`config.mk`:
```
export PLATFORM = sky130hd
export DESIGN_NAME = dvs_event_mem_writer
export DESIGN_NICKNAME = d
export VERILOG_FILES = /design/src/rtl/dvs_event_mem_writer.sv
export SDC_FILE = /design/constraint.sdc
export NUM_CORES = 1
export LEC_CHECK = 0
export ABC_CLOCK_PERIOD_IN_PS = 3200
export CORE_UTILIZATION = 30
export CTS_BUF_LIST = sky130_fd_sc_hd__clkbuf_8
export DETAILED_ROUTE_END_ITERATION = 16
export PLACE_DENSITY_LB_ADDON = 0.15
export SYNTH_ARGS = -nofsm -noshare
export SYNTH_HDL_FRONTEND = slang
export SYNTH_SLANG_ARGS = --single-unit
```
`constraint.sdc`:
```
create_clock -name clk -period 3.2 [get_ports clk]
set_input_delay 0.32 -clock clk [delete_from_list [all_inputs] [get_ports clk]]
set_output_delay 0.32 -clock clk [all_outputs]
set_load 0.005 [all_outputs]
```
`src/rtl/dvs_event_mem_writer.sv`:
```
// DVS frame memory writer: CAVIAR events to {ts, pol} words at [x][y].
// Sweeps the frame to zero after reset or on request.
module dvs_event_mem_writer #(
  parameter int DVS_WIDTH       = 346,
  parameter int DVS_HEIGHT      = 260,
  parameter int WORD_SIZE       = 18,
  parameter int CAVIAR_X_Y_BITS = 9,
  parameter int TIMESTAMP_BITS  = 16,
  parameter int POLARITY_BITS   = 2,
  parameter int ADDR_BITS       = 17
) (
  input  logic                       clk,
  input  logic                       rstn,
  input  logic                       s_valid,
  output logic                       s_ready,
  input  logic [CAVIAR_X_Y_BITS-1:0] s_x,
  input  logic [CAVIAR_X_Y_BITS-1:0] s_y,
  input  logic [TIMESTAMP_BITS-1:0]  s_ts,
  input  logic [POLARITY_BITS-1:0]   s_pol,
  input  logic                       clear_start,
  output logic                       busy,
  output logic                       mem_we,
  output logic [ADDR_BITS-1:0]       mem_addr,
  output logic [WORD_SIZE-1:0]       mem_wdata,
  output logic [15:0]                accept_cnt,
  output logic [15:0]                drop_cnt
);

  localparam int N_PIX = DVS_WIDTH * DVS_HEIGHT;
  localparam logic [ADDR_BITS-1:0] LAST_ADDR = ADDR_BITS'(N_PIX - 1);

  localparam logic [1:0] ST_CLEAR = 2'd0;
  localparam logic [1:0] ST_RUN   = 2'd1;
  localparam logic [1:0] ST_DRAIN = 2'd2;

  logic [1:0]                 state_q, state_d;
  logic [ADDR_BITS-1:0]       clr_addr_q, clr_addr_d;
  logic                       drain_q, drain_d;

  logic                       s1_vld_q, s1_vld_d;
  logic [CAVIAR_X_Y_BITS-1:0] s1_x_q, s1_x_d;
  logic [CAVIAR_X_Y_BITS-1:0] s1_y_q, s1_y_d;
  logic [TIMESTAMP_BITS-1:0]  s1_ts_q, s1_ts_d;
  logic [POLARITY_BITS-1:0]   s1_pol_q, s1_pol_d;

  logic                       s2_vld_q, s2_vld_d;
  logic [ADDR_BITS-1:0]       s2_addr_q, s2_addr_d;
  logic [WORD_SIZE-1:0]       s2_data_q, s2_data_d;

  logic                       mem_we_q, mem_we_d;
  logic [ADDR_BITS-1:0]       mem_addr_q, mem_addr_d;
  logic [WORD_SIZE-1:0]       mem_wdata_q, mem_wdata_d;
  logic [15:0]                acc_q, acc_d;
  logic [15:0]                drop_q, drop_d;

  logic                       accept;
  logic                       ev_ok;
  logic [31:0]                x_ext, y_ext;

  assign s_ready    = (state_q == ST_RUN) && !clear_start;
  assign busy       = (state_q != ST_RUN);
  assign accept     = s_valid && s_ready;
  assign mem_we     = mem_we_q;
  assign mem_addr   = mem_addr_q;
  assign mem_wdata  = mem_wdata_q;
  assign accept_cnt = acc_q;
  assign drop_cnt   = drop_q;

  assign x_ext = {{(32-CAVIAR_X_Y_BITS){1'b0}}, s1_x_q};
  assign y_ext = {{(32-CAVIAR_X_Y_BITS){1'b0}}, s1_y_q};

  // Only the two single-hot polarity codes are real events
  assign ev_ok = (x_ext < 32'(DVS_WIDTH))
              && (y_ext < 32'(DVS_HEIGHT))
              && ((s1_pol_q == POLARITY_BITS'(1))
               || (s1_pol_q == POLARITY_BITS'(2)));

  always_comb begin
    state_d    = state_q;
    clr_addr_d = clr_addr_q;
    drain_d    = drain_q;
    unique case (state_q)
      ST_CLEAR: begin
        clr_addr_d = clr_addr_q + 1'b1;
        if (clr_addr_q == LAST_ADDR) begin
          clr_addr_d = '0;
          state_d    = ST_RUN;
        end
      end
      ST_RUN: begin
        drain_d = 1'b0;
        if (clear_start) state_d = ST_DRAIN;
      end
      ST_DRAIN: begin
        drain_d = 1'b1;
        if (drain_q) state_d = ST_CLEAR;
      end
      default: state_d = ST_CLEAR;
    endcase
  end

  always_comb begin
    s1_vld_d = accept;
    s1_x_d   = s1_x_q;
    s1_y_d   = s1_y_q;
    s1_ts_d  = s1_ts_q;
    s1_pol_d = s1_pol_q;
    if (accept) begin
      s1_x_d   = s_x;
      s1_y_d   = s_y;
      s1_ts_d  = s_ts;
      s1_pol_d = s_pol;
    end
  end

  always_comb begin
    s2_vld_d  = s1_vld_q && ev_ok;
    s2_addr_d = ADDR_BITS'(x_ext * 32'(DVS_HEIGHT) + y_ext);
    s2_data_d = {s1_ts_q, s1_pol_q};
    acc_d     = acc_q;
    drop_d    = drop_q;
    if (s1_vld_q) begin
      if (ev_ok) begin
        if (acc_q != 16'hFFFF) acc_d = acc_q + 16'd1;
      end else begin
        if (drop_q != 16'hFFFF) drop_d = drop_q + 16'd1;
      end
    end
  end

  // Drain empties the event pipe before the clear owns the port
  always_comb begin
    mem_we_d    = s2_vld_q;
    mem_addr_d  = s2_addr_q;
    mem_wdata_d = s2_data_q;
    if (state_q == ST_CLEAR) begin
      mem_we_d    = 1'b1;
      mem_addr_d  = clr_addr_q;
      mem_wdata_d = '0;
    end
  end

  always_ff @(posedge clk) begin
    if (!rstn) begin
      state_q     <= ST_CLEAR;
      clr_addr_q  <= '0;
      drain_q     <= 1'b0;
      s1_vld_q    <= 1'b0;
      s1_x_q      <= '0;
      s1_y_q      <= '0;
      s1_ts_q     <= '0;
      s1_pol_q    <= '0;
      s2_vld_q    <= 1'b0;
      s2_addr_q   <= '0;
      s2_data_q   <= '0;
      mem_we_q    <= 1'b0;
      mem_addr_q  <= '0;
      mem_wdata_q <= '0;
      acc_q       <= '0;
      drop_q      <= '0;
    end else begin
      state_q     <= state_d;
      clr_addr_q  <= clr_addr_d;
      drain_q     <= drain_d;
      s1_vld_q    <= s1_vld_d;
      s1_x_q      <= s1_x_d;
      s1_y_q      <= s1_y_d;
      s1_ts_q     <= s1_ts_d;
      s1_pol_q    <= s1_pol_d;
      s2_vld_q    <= s2_vld_d;
      s2_addr_q   <= s2_addr_d;
      s2_data_q   <= s2_data_d;
      mem_we_q    <= mem_we_d;
      mem_addr_q  <= mem_addr_d;
      mem_wdata_q <= mem_wdata_d;
      acc_q       <= acc_d;
      drop_q      <= drop_d;
    end
  end

endmodule

```
==> Word-level counts from Yosys, hierarchy flattened <==
Cells that the tools add are included.
{ "op_classes": {"n_mux": 8, "order_cmp": 2, "eq_ne": 11, "multipliers": 1, "reduce_logical": 13, "bitwise": 2, "add_sub_neg": 4} }
{ "ops": {"columns": ["operator", "n"], "rows": [
  ["two-way mux 17 bit", 2],
  ["adder 16 x 1 -> 16 bit, second input constant", 2],
  ["!= test 16 bit, second input constant", 2],
  ["< comparator 9 bit, second input constant", 2],
  ["adder 17 x 1 -> 17 bit, second input constant", 1],
  ["adder 17 x 9 -> 17 bit", 1],
  ["equality test 17 bit, second input constant", 1],
  ["multiplier 9 x 7 -> 15 bit, second input constant", 1],
  ["AND reduction 3 bit", 3],
  ["two-way mux 2 bit", 3],
  ["!= test 2 bit, second input constant", 3],
  ["one-hot mux 2 bit (3 select lines)", 1],
  ["logical AND 1 bit", 5],
  ["equality test 2 x 1 -> 1 bit, second input constant", 2],
  ["equality test 2 bit, second input constant", 2],
  ["zero test 2 bit", 1],
  ["!= test 2 x 1 -> 1 bit, second input constant", 1],
  ["NOT 1 bit", 2],
  ["one-hot mux 1 bit (2 select lines)", 1],
  ["nonzero test 2 bit", 1],
  ["OR reduction 2 bit", 1],
  ["zero test 1 bit", 1],
  ["logical OR 1 bit", 1],
  ["two-way mux 1 bit", 1]
]} }
{ "totals": {"word_cells": 57, "out_inout_bits": 70, "input_bits": 40, "register_bits": 161} }

==> Logic depth before layout (Yosys ltp) <==
Gate-level depths: netlist of run 1.
{ "depth": {"ltp_word": 5, "depth_mapped": 9, "mapped_depth_nobuf": 8} }

==> Worst setup path after synthesis of run 1 <==
No wires, ideal clock.
{ "synth_path": {"path_type": "register -> register", "start": "register s1_x_q[7]", "end": "register s2_addr_q[16]", "setup_time_ps": 106, "path_buffers": 0, "required_ps": 3094, "arrival_ps": 2232, "synth_period_minus_slack_ps": 2338, "path_stages_with_launch": 8, "path_slack_ps": 862, "path_cell_list": "dfxtp_1 -> ha_1 -> ha_1 -> fa_1 -> xnor2_1 -> a2111oi_0 -> a31oi_1 -> o311ai_0"} }
{ "synth_via": {"elab_chain_len": 2} }
{ "synth_rtl": {"columns": ["element", "line", "text"], "rows": [
  ["from (decl)", "41", "logic [CAVIAR_X_Y_BITS-1:0] s1_x_q, s1_x_d;"],
  ["from (signal assigned)", "149", "s1_x_q <= '0;"],
  ["from (signal assigned)", "166", "s1_x_q <= s1_x_d;"],
  ["multiplier 9 x 7 -> 15 bit", "118", "s2_addr_d = ADDR_BITS'(x_ext * 32'(DVS_HEIGHT) + y_ext);"],
  ["adder 17 x 9 -> 17 bit", "118", null],
  ["to (signal assigned)", "171", "s2_addr_q <= s2_addr_d;"],
  ["to (decl)", "47", "logic [ADDR_BITS-1:0] s2_addr_q, s2_addr_d;"]
]} }
No other way between the ends.
A chain may end at the register's enable or synchronous reset.

==> Worst setup path in the final report of run 1 <==
{ "layout_path": {"start": "register s1_x_q[7]", "end": "register s2_addr_q[15]"} }
Same word-level chain as after synthesis.

==> key figures, run 1 <==
Outcome
  • Run status: completed

CTS
  • CTS HTree Levels: 4
  • Worst-path clk slew: 0.09 ns
  • CTS buffer count: 17
  • CTS root buffer: clkbuf_8
  • Clk buf depth: 2
  • Postcts setup bufs: 0
  • CTS tree: built
  • # resized after CTS: 0
  • Clock sink count: 161
  • Post-CTS Hold Fix Bufs: 0
  • Worst skew pair latency: 0.45 ns

Routing
  • Iter 0 DRT Violations: 174
  • Routed vias: 5366
  • WL final: 15940 um
  • WL/cell: 14.45 um
  • Vias/cell: 4.865
  • Routed Antenna Nets: 0
  • Residual DRC: 0
  • TritonRoute pass-1 iters: 7

Floorplan
  • Chip height: 151.2 um
  • Area of the die: 22850 um2
  • Row count: 54
  • Initial Util: 0.3058
  • Num ports: 110
  • CORE AREA: 21820 um2
  • Die W: 151.2 um

Timing
  • Setup_tns: 0 ns
  • Slew headroom: 0.3756
  • Worst slew pin tran: 0.9365 ns
  • Fmax: 0.3721 GHz
  • Hold slack final: 0.3384 ns
  • Fin worst setup slack: 0.5124 ns
  • RSZ-0062 raised after global routing: false
  • Final cycle utilization of the critical path: 0.8399
  • Min Tclk post-route: 2.688 ns
  • Final slew viol count: 0
  • Skew final: 0.01178 ns
  • Final Hold Viols: 0
  • Final setup viols: 0

Critical path
  • CP Max Fanout: 7
  • Setup crit start: s1_x_q[7]
  • Setup crit end kind: flip-flop
  • Crit start category: flip-flop
  • Reg-to-reg critical path startpoint: s1_x_q[7]
  • CP required: 3.56 ns
  • Crit path DAT: 3.05 ns
  • Crit Path Class: reg2reg

Worst hold path
  • Hold Path Origin: rstn
  • Hold Crit Class: in2reg

Yosys
  • EDFF count, synth: 0
  • Post-Syn Area per Cell: 9.373 um2
  • Top cells by area, synth: dfxtp_1 (48%), nand2_1 (4.0%), mux2i_1 (3.9%)
  • Post-synthesis cell type count: 51
  • Net Count, Synth: 774
  • Ys flop type: dfxtp_1
  • Count of mapped cells out of synthesis: 712
  • Cell area after synthesis: 6674 um2
  • YS warnings: 0
  • Fraction of registers with async set/reset: 0
  • Commonest cells post-synth: dfxtp_1 (161), nand2_1 (72), nor2_1 (50), a21oi_1 (48), clkbuf_1 (29)
  • Top-count cell post-synth: dfxtp_1
  • Top cell type's share of synthesized area: 0.4829
  • Yosys reg bits: 161
  • Synth area leader: dfxtp_1
  • Sequential area share after synthesis: 0.4829

Finish
  • Nets: 872
  • Post-layout instance area: 8398 um2
  • Multi-input logic area: 3221 um2
  • Register area: 3223 um2
  • Share of cells above drive strength 1: 0.06440
  • Fillcell total: 2195
  • Inserted Diodes: 0
  • Area grow syn2layout: 25.83%
  • Final core occ: 0.3848

Power and ir drop
  • Max VDD drop: 0.2349 mV
  • Power Density: 421.8 nW/um2
  • Leak: 3.112 nW

Global route
  • Vias in the first global route: 5116
  • Largest net degree at the start of global routing: 52
  • Antenna violations before repair: 0
  • Tot GR Track Use: 0.1466
  • Grt ovf: 0
  • First-pass GRT wire length: 25990 um

Placement
  • DPL Wire Length: 11330 um
  • Dpl ws: 0.5892 ns
  • Post-DP Area: 8019 um2
  • PortBufs: 109
  • Gpl congestion: 0.8185

Run
  • Maxcap violations: 0
[final timing paths]
kind                                 endpoint  slack [ns]  cells after the start
worst min register to register   s2_data_q[3]        0.46                      1
worst max register to register  s2_addr_q[15]        0.51                      8
worst min-delay path              mem_addr[0]        0.34                      3
worst max-delay path            s2_addr_q[15]        0.51                      8
[logic make-up after synthesis]
family          after synthesis  share of synthesized area
simple gates                282                     0.2313
xor+xnor                     25                    0.03281
buf+inv                      57                    0.03449
mux                          26                    0.03900
compound gates              139                     0.1359
fa+ha+maj                    22                    0.04349
flops                       161                     0.4829
[routing by layer]
metal	up-vias	routed length, um	global-route usage
met5	-	0	0
met4	0	114	0.04450
met3	6	653	0.03946
met2	93	7835	0.2470
met1	2534	7335	0.1816
li1	2733	-	-
[flip-flops by register name, summed over array words and instances (netlist names), 9 cells and up]
register    cells
mem_wdata      18
s2_addr_q      17
drop_cnt       16
mem_addr       17
clr_addr_q     17
accept_cnt     16
s1_ts_q        16
s1_x_q          9
s1_y_q          9
s2_data_q      18
[critical path: stages, from the launching register on]
cell       delay [ns]
dfxtp_1          0.46
ha_1             0.28
ha_1             0.22
fa_1             0.44
xnor2_1          0.18
a2111oi_0        0.41
a31oi_1          0.18
o21ai_0          0.20
nor3b_1          0.21
[final cells by class]
class	count	share of cell area
Sequential cell	161	0.3838
Multi-Input combinational cell	494	0.3835
Timing Repair Buffer	119	0.1383
Tap cell	280	0.04172
Clock buffer	18	0.02950
Clock inverter	14	0.01564
Inverter	17	0.007598
[report_power, final]
| group | leakage (nW) | internal [W] | switching (W) |
|---|---|---|---|
| sequential | 1.30 | 0.00201 | 0.00000539 |
| combinational | 1.63 | 0.0000556 | 0.0000466 |
| clock | 0.188 | 0.000646 | 0.000781 |
[placed cells by master (no fill, tap or decap), types with 6 or more instances in the layout]
cell / n
nand3_1: 13
ha_1: 20
and2_1: 26
and3_1: 22
nor3_1: 10
or3_1: 6
nor2_1: 50
xnor2_1: 14
dfxtp_1: 161
xor2_1: 11
nor3b_1: 6
buf_4: 10
o22a_1: 20
o21a_1: 6
nand4_1: 17
or4_1: 16
nor4_2: 6
clkbuf_8: 18
mux2i_1: 26
o21ai_0: 22
o31ai_1: 16
nand2_1: 72
nor4_1: 6
inv_1: 17
and4_1: 8
clkdlybuf4s50_1: 108
a21oi_1: 48
nand2b_1: 10
[metrics by stage]
step / instances / power, W
5_1_grt: 1103 / 0.003706
2_1_floorplan: 712 / 0.002095
3_3_place_gp: 1071 / 0.002162
3_5_place_dp: 1071 / 0.002164
4_1_cts: 1103 / 0.003602
6_report: 1103 / 0.003542
(Power assumes the default switching activity.)
==> inputs of run 2 (changes only) <==
ABC_CLOCK_PERIOD_IN_PS = 2700   (was 3200)
clock period = 2.7 ns   (was 3.2 ns; I/O delays follow)
==> run 2 against run 1 <==
Compared with the run above:
- count of clock-buffer cells in the layout shrank 1
- worst setup slack lost 0.31 ns
- total power increased by 22%
- utilization rose by 0.44 points
- clock skew increased by 0.0023 ns
- global-route usage rose by 0.12 points
- cell count rose by 0.36%
- combinational power rose by 20%
- critical path depth unchanged
- sequential power rose by 19%
- first-iteration DRC count fell by 23%
- hold slack worse by 0.099 ns
==> key figures, run 2 (synthesis results as in run 1) <==
Power and ir drop
  • Max VDD drop: 0.2468 mV (+5.1%)
  • Sw frac: 0.2519 (+0.01678)
  • Logic pwr share: 0.028 (about the same)
  • Power Density: 509.4 nW/um2 (+21%)
  • Clk network pwr share: 0.420 (+0.017)
  • Seq pwr share: 0.551 (-0.017)
  • Total chip power: 0.004327 W (+22%)
  • Net Switching: 0.001090 W (+31%)
  • Leak: 3.166 nW (+1.7%)
  • Internal power: 0.003237 W (+19%)

Critical path
  • Reg-to-reg critical path startpoint: s1_x_q[1]
  • Crit Path Class: reg2reg
  • Critical-path cell list: ha_1 > ha_1 > fa_1 > xnor2_1 > a2111oi_2 > a31oi_2 > o21ai_0 > nor3b_1
  • CP Max Fanout: 6 (-1)
  • Setup crit end kind: flip-flop
  • Largest delay contributor family on the critical path: adder cells
  • R2R Setup Slk: 0.20 ns (-0.31 ns)
  • Crit path DAT: 2.87 ns (-0.18 ns)
  • Critical path's largest stage delay: 0.45 ns (about the same)
  • Crit start category: flip-flop
  • Worst R2R End: s2_addr_q[15]
  • CP required: 3.07 ns (-0.49 ns)
  • Worst Path Buf+Inv: 0 (unchanged)
  • R2R depth: 8 (unchanged)
  • Slowest cell on crit path: fa_1
  • Cell repeated most along the worst path: ha_1

Placement
  • Gpl congestion: 0.8499 (+3.8%)
  • DPL Wire Length: 11450 um (+1.0%)
  • PortBufs: 109 (unchanged)
  • Post-DP Area: 8061 um2 (+0.53%)

Global route
  • Vias in the first global route: 5204 (+1.7%)
  • First-pass GRT wire length: 26210 um (+0.88%)
  • Tot GR Track Use: 0.1479 (+0.001235)
  • Antenna violations before repair: 0 (unchanged)
  • Largest net degree at the start of global routing: 67 (+29%)
  • Grt ovf: 0 (unchanged)

CTS
  • Worst-path clk slew: 0.10 ns (about the same)
  • Clock sink count: 161 (unchanged)
  • Post-CTS Hold Fix Bufs: 0 (unchanged)
  • CTS HTree Levels: 4 (unchanged)
  • Worst skew pair latency: 0.46 ns (about the same)
  • CTS buffer count: 17 (unchanged)
  • Clk buf depth: 2 (unchanged)
  • CTS root buffer: clkbuf_8
  • CTS tree: built

Floorplan
  • Num ports: 110 (unchanged)
  • CORE AREA: 21820 um2 (unchanged)
  • Die W: 151.2 um (unchanged)
  • Chip height: 151.2 um (unchanged)
  • Area of the die: 22850 um2 (unchanged)
  • Initial Util: 0.3058 (unchanged)
  • Row count: 54 (unchanged)

Routing
  • Residual DRC: 0 (unchanged)
  • TritonRoute pass-1 iters: 4 (-3)
  • Routed Antenna Nets: 0 (unchanged)
  • WL final: 16090 um (+0.96%)
  • WL/cell: 14.54 um (+0.60%)
  • Iter 0 DRT Violations: 134 (-23%)
  • Vias/cell: 4.867 (about the same)
  • Routed vias: 5388 (+0.41%)

Worst hold path
  • Hold Path End: drain_q
  • Worst Hold Depth: 3 (unchanged)
  • Hold Path Origin: rstn
  • Hold Crit Class: in2reg

Outcome
  • Run status: completed

Finish
  • Inserted Diodes: 0 (unchanged)
  • Nets: 876 (+0.46%)
  • Most frequent cells in the layout: dfxtp_1 (160), clkdlybuf4s50_1 (108), nand2_1 (72), nor2_1 (50), a21oi_1 (48)
  • Most common cell after layout, fill and taps aside: dfxtp_1
  • Share of cells above drive strength 1: 0.07376 (+0.009362)
  • Area grow syn2layout: 27.28%
  • Post-layout instance area: 8494 um2 (+1.1%)

Timing
  • Final slew viol count: 0 (unchanged)
  • Slew headroom: 0.4615 (+0.08589)
  • Final cycle utilization of the critical path: 0.9243 (+0.08446)
  • Skew final: 0.01411 ns (+0.002333 ns)
  • Final setup viols: 0 (unchanged)
  • Min Tclk post-route: 2.496 ns (-0.1919 ns)
  • Final Hold Viols: 0 (unchanged)
  • Worst slew pin tran: 0.8077 ns (-0.1288 ns)
  • Fmax: 0.4007 GHz (+7.7%)
  • Hold slack final: 0.2398 ns (-0.09861 ns)

Run
  • Maxcap violations: 0 (unchanged)
[run 2: cell count changes in the layout (fill, tap and decap cells not counted), sizes merged]
cell	delta
buf	+4
clkbuf	-1
clkinv	+1
clkinvlp	-3
inv	+3
[run 2: cell type report]
type	instances	area, um2
Timing Repair Buffer	123	1204
Inverter	17	63.81
Clock buffer	17	234.0
Sequential cell	161	3224
Fill cell	2207	13330
Clock inverter	15	185.2
Tap cell	280	350.3
Multi-Input combinational cell	494	3233
[run 2: worst reg2reg max path, cell delays in order, from the launching register on]
cell and delay (ns):
dfxtp_1 0.42, ha_1 0.27, ha_1 0.23, fa_1 0.45
xnor2_1 0.20, a2111oi_2 0.34, a31oi_2 0.12, o21ai_0 0.20
nor3b_1 0.19
[run 2: metrics by stage]
step	instances	setup TNS, ns	setup WS (ns)	util
final	1107	0	0.2043	0.3892
after global routing	1107	-0.002252	-0.002252	0.3892
after CTS	1107	0	0.07473	0.3886
after detailed placement	1075	0	0.09478	0.3694
after global placement	1075	0	0.1900	0.3694
after floorplan	712	0	0.3616	-
[run 2: power groups by stage]
stage	logic, W	registers, W	clock network, W
3_5_place_dp	0.000124	0.00244	0
6_report	0.000122	0.00239	0.00182
5_1_grt	0.000136	0.00239	0.00200
3_3_place_gp	0.000122	0.00244	0
4_1_cts	0.000124	0.00239	0.00189
2_1_floorplan	0.0000426	0.00244	0
[run 2: what timing repair did]
action | in CTS | in global routing
setup endpoints to repair | 0 | 3
gates resized for setup | 0 | 5
buffers inserted | 0 | 0
[run 2: worst max-delay path by stage]
stage                    from  slack [ns]  cells after the start             to
floorplan           s1_x_q[7]        0.36                      7  s2_addr_q[16]
global placement    s1_x_q[7]        0.19                      7  s2_addr_q[16]
detailed placement  s1_x_q[7]        0.09                      8  s2_addr_q[15]
CTS                 s1_x_q[7]        0.07                      8  s2_addr_q[15]
global route        s1_x_q[1]      -0.002                      8  s2_addr_q[15]
finish              s1_x_q[1]        0.20                      8  s2_addr_q[15]
[run 2: routing by layer]
| metal | part of all wire | GRT usage | up-vias |
|---|---|---|---|
| li1 | - | - | 2748 |
| met1 | 0.46 | 0.1782 | 2531 |
| met2 | 0.49 | 0.2525 | 96 |
| met3 | 0.044 | 0.04036 | 13 |
| met4 | 0.010 | 0.04950 | 0 |
| met5 | 0 | 0 | - |
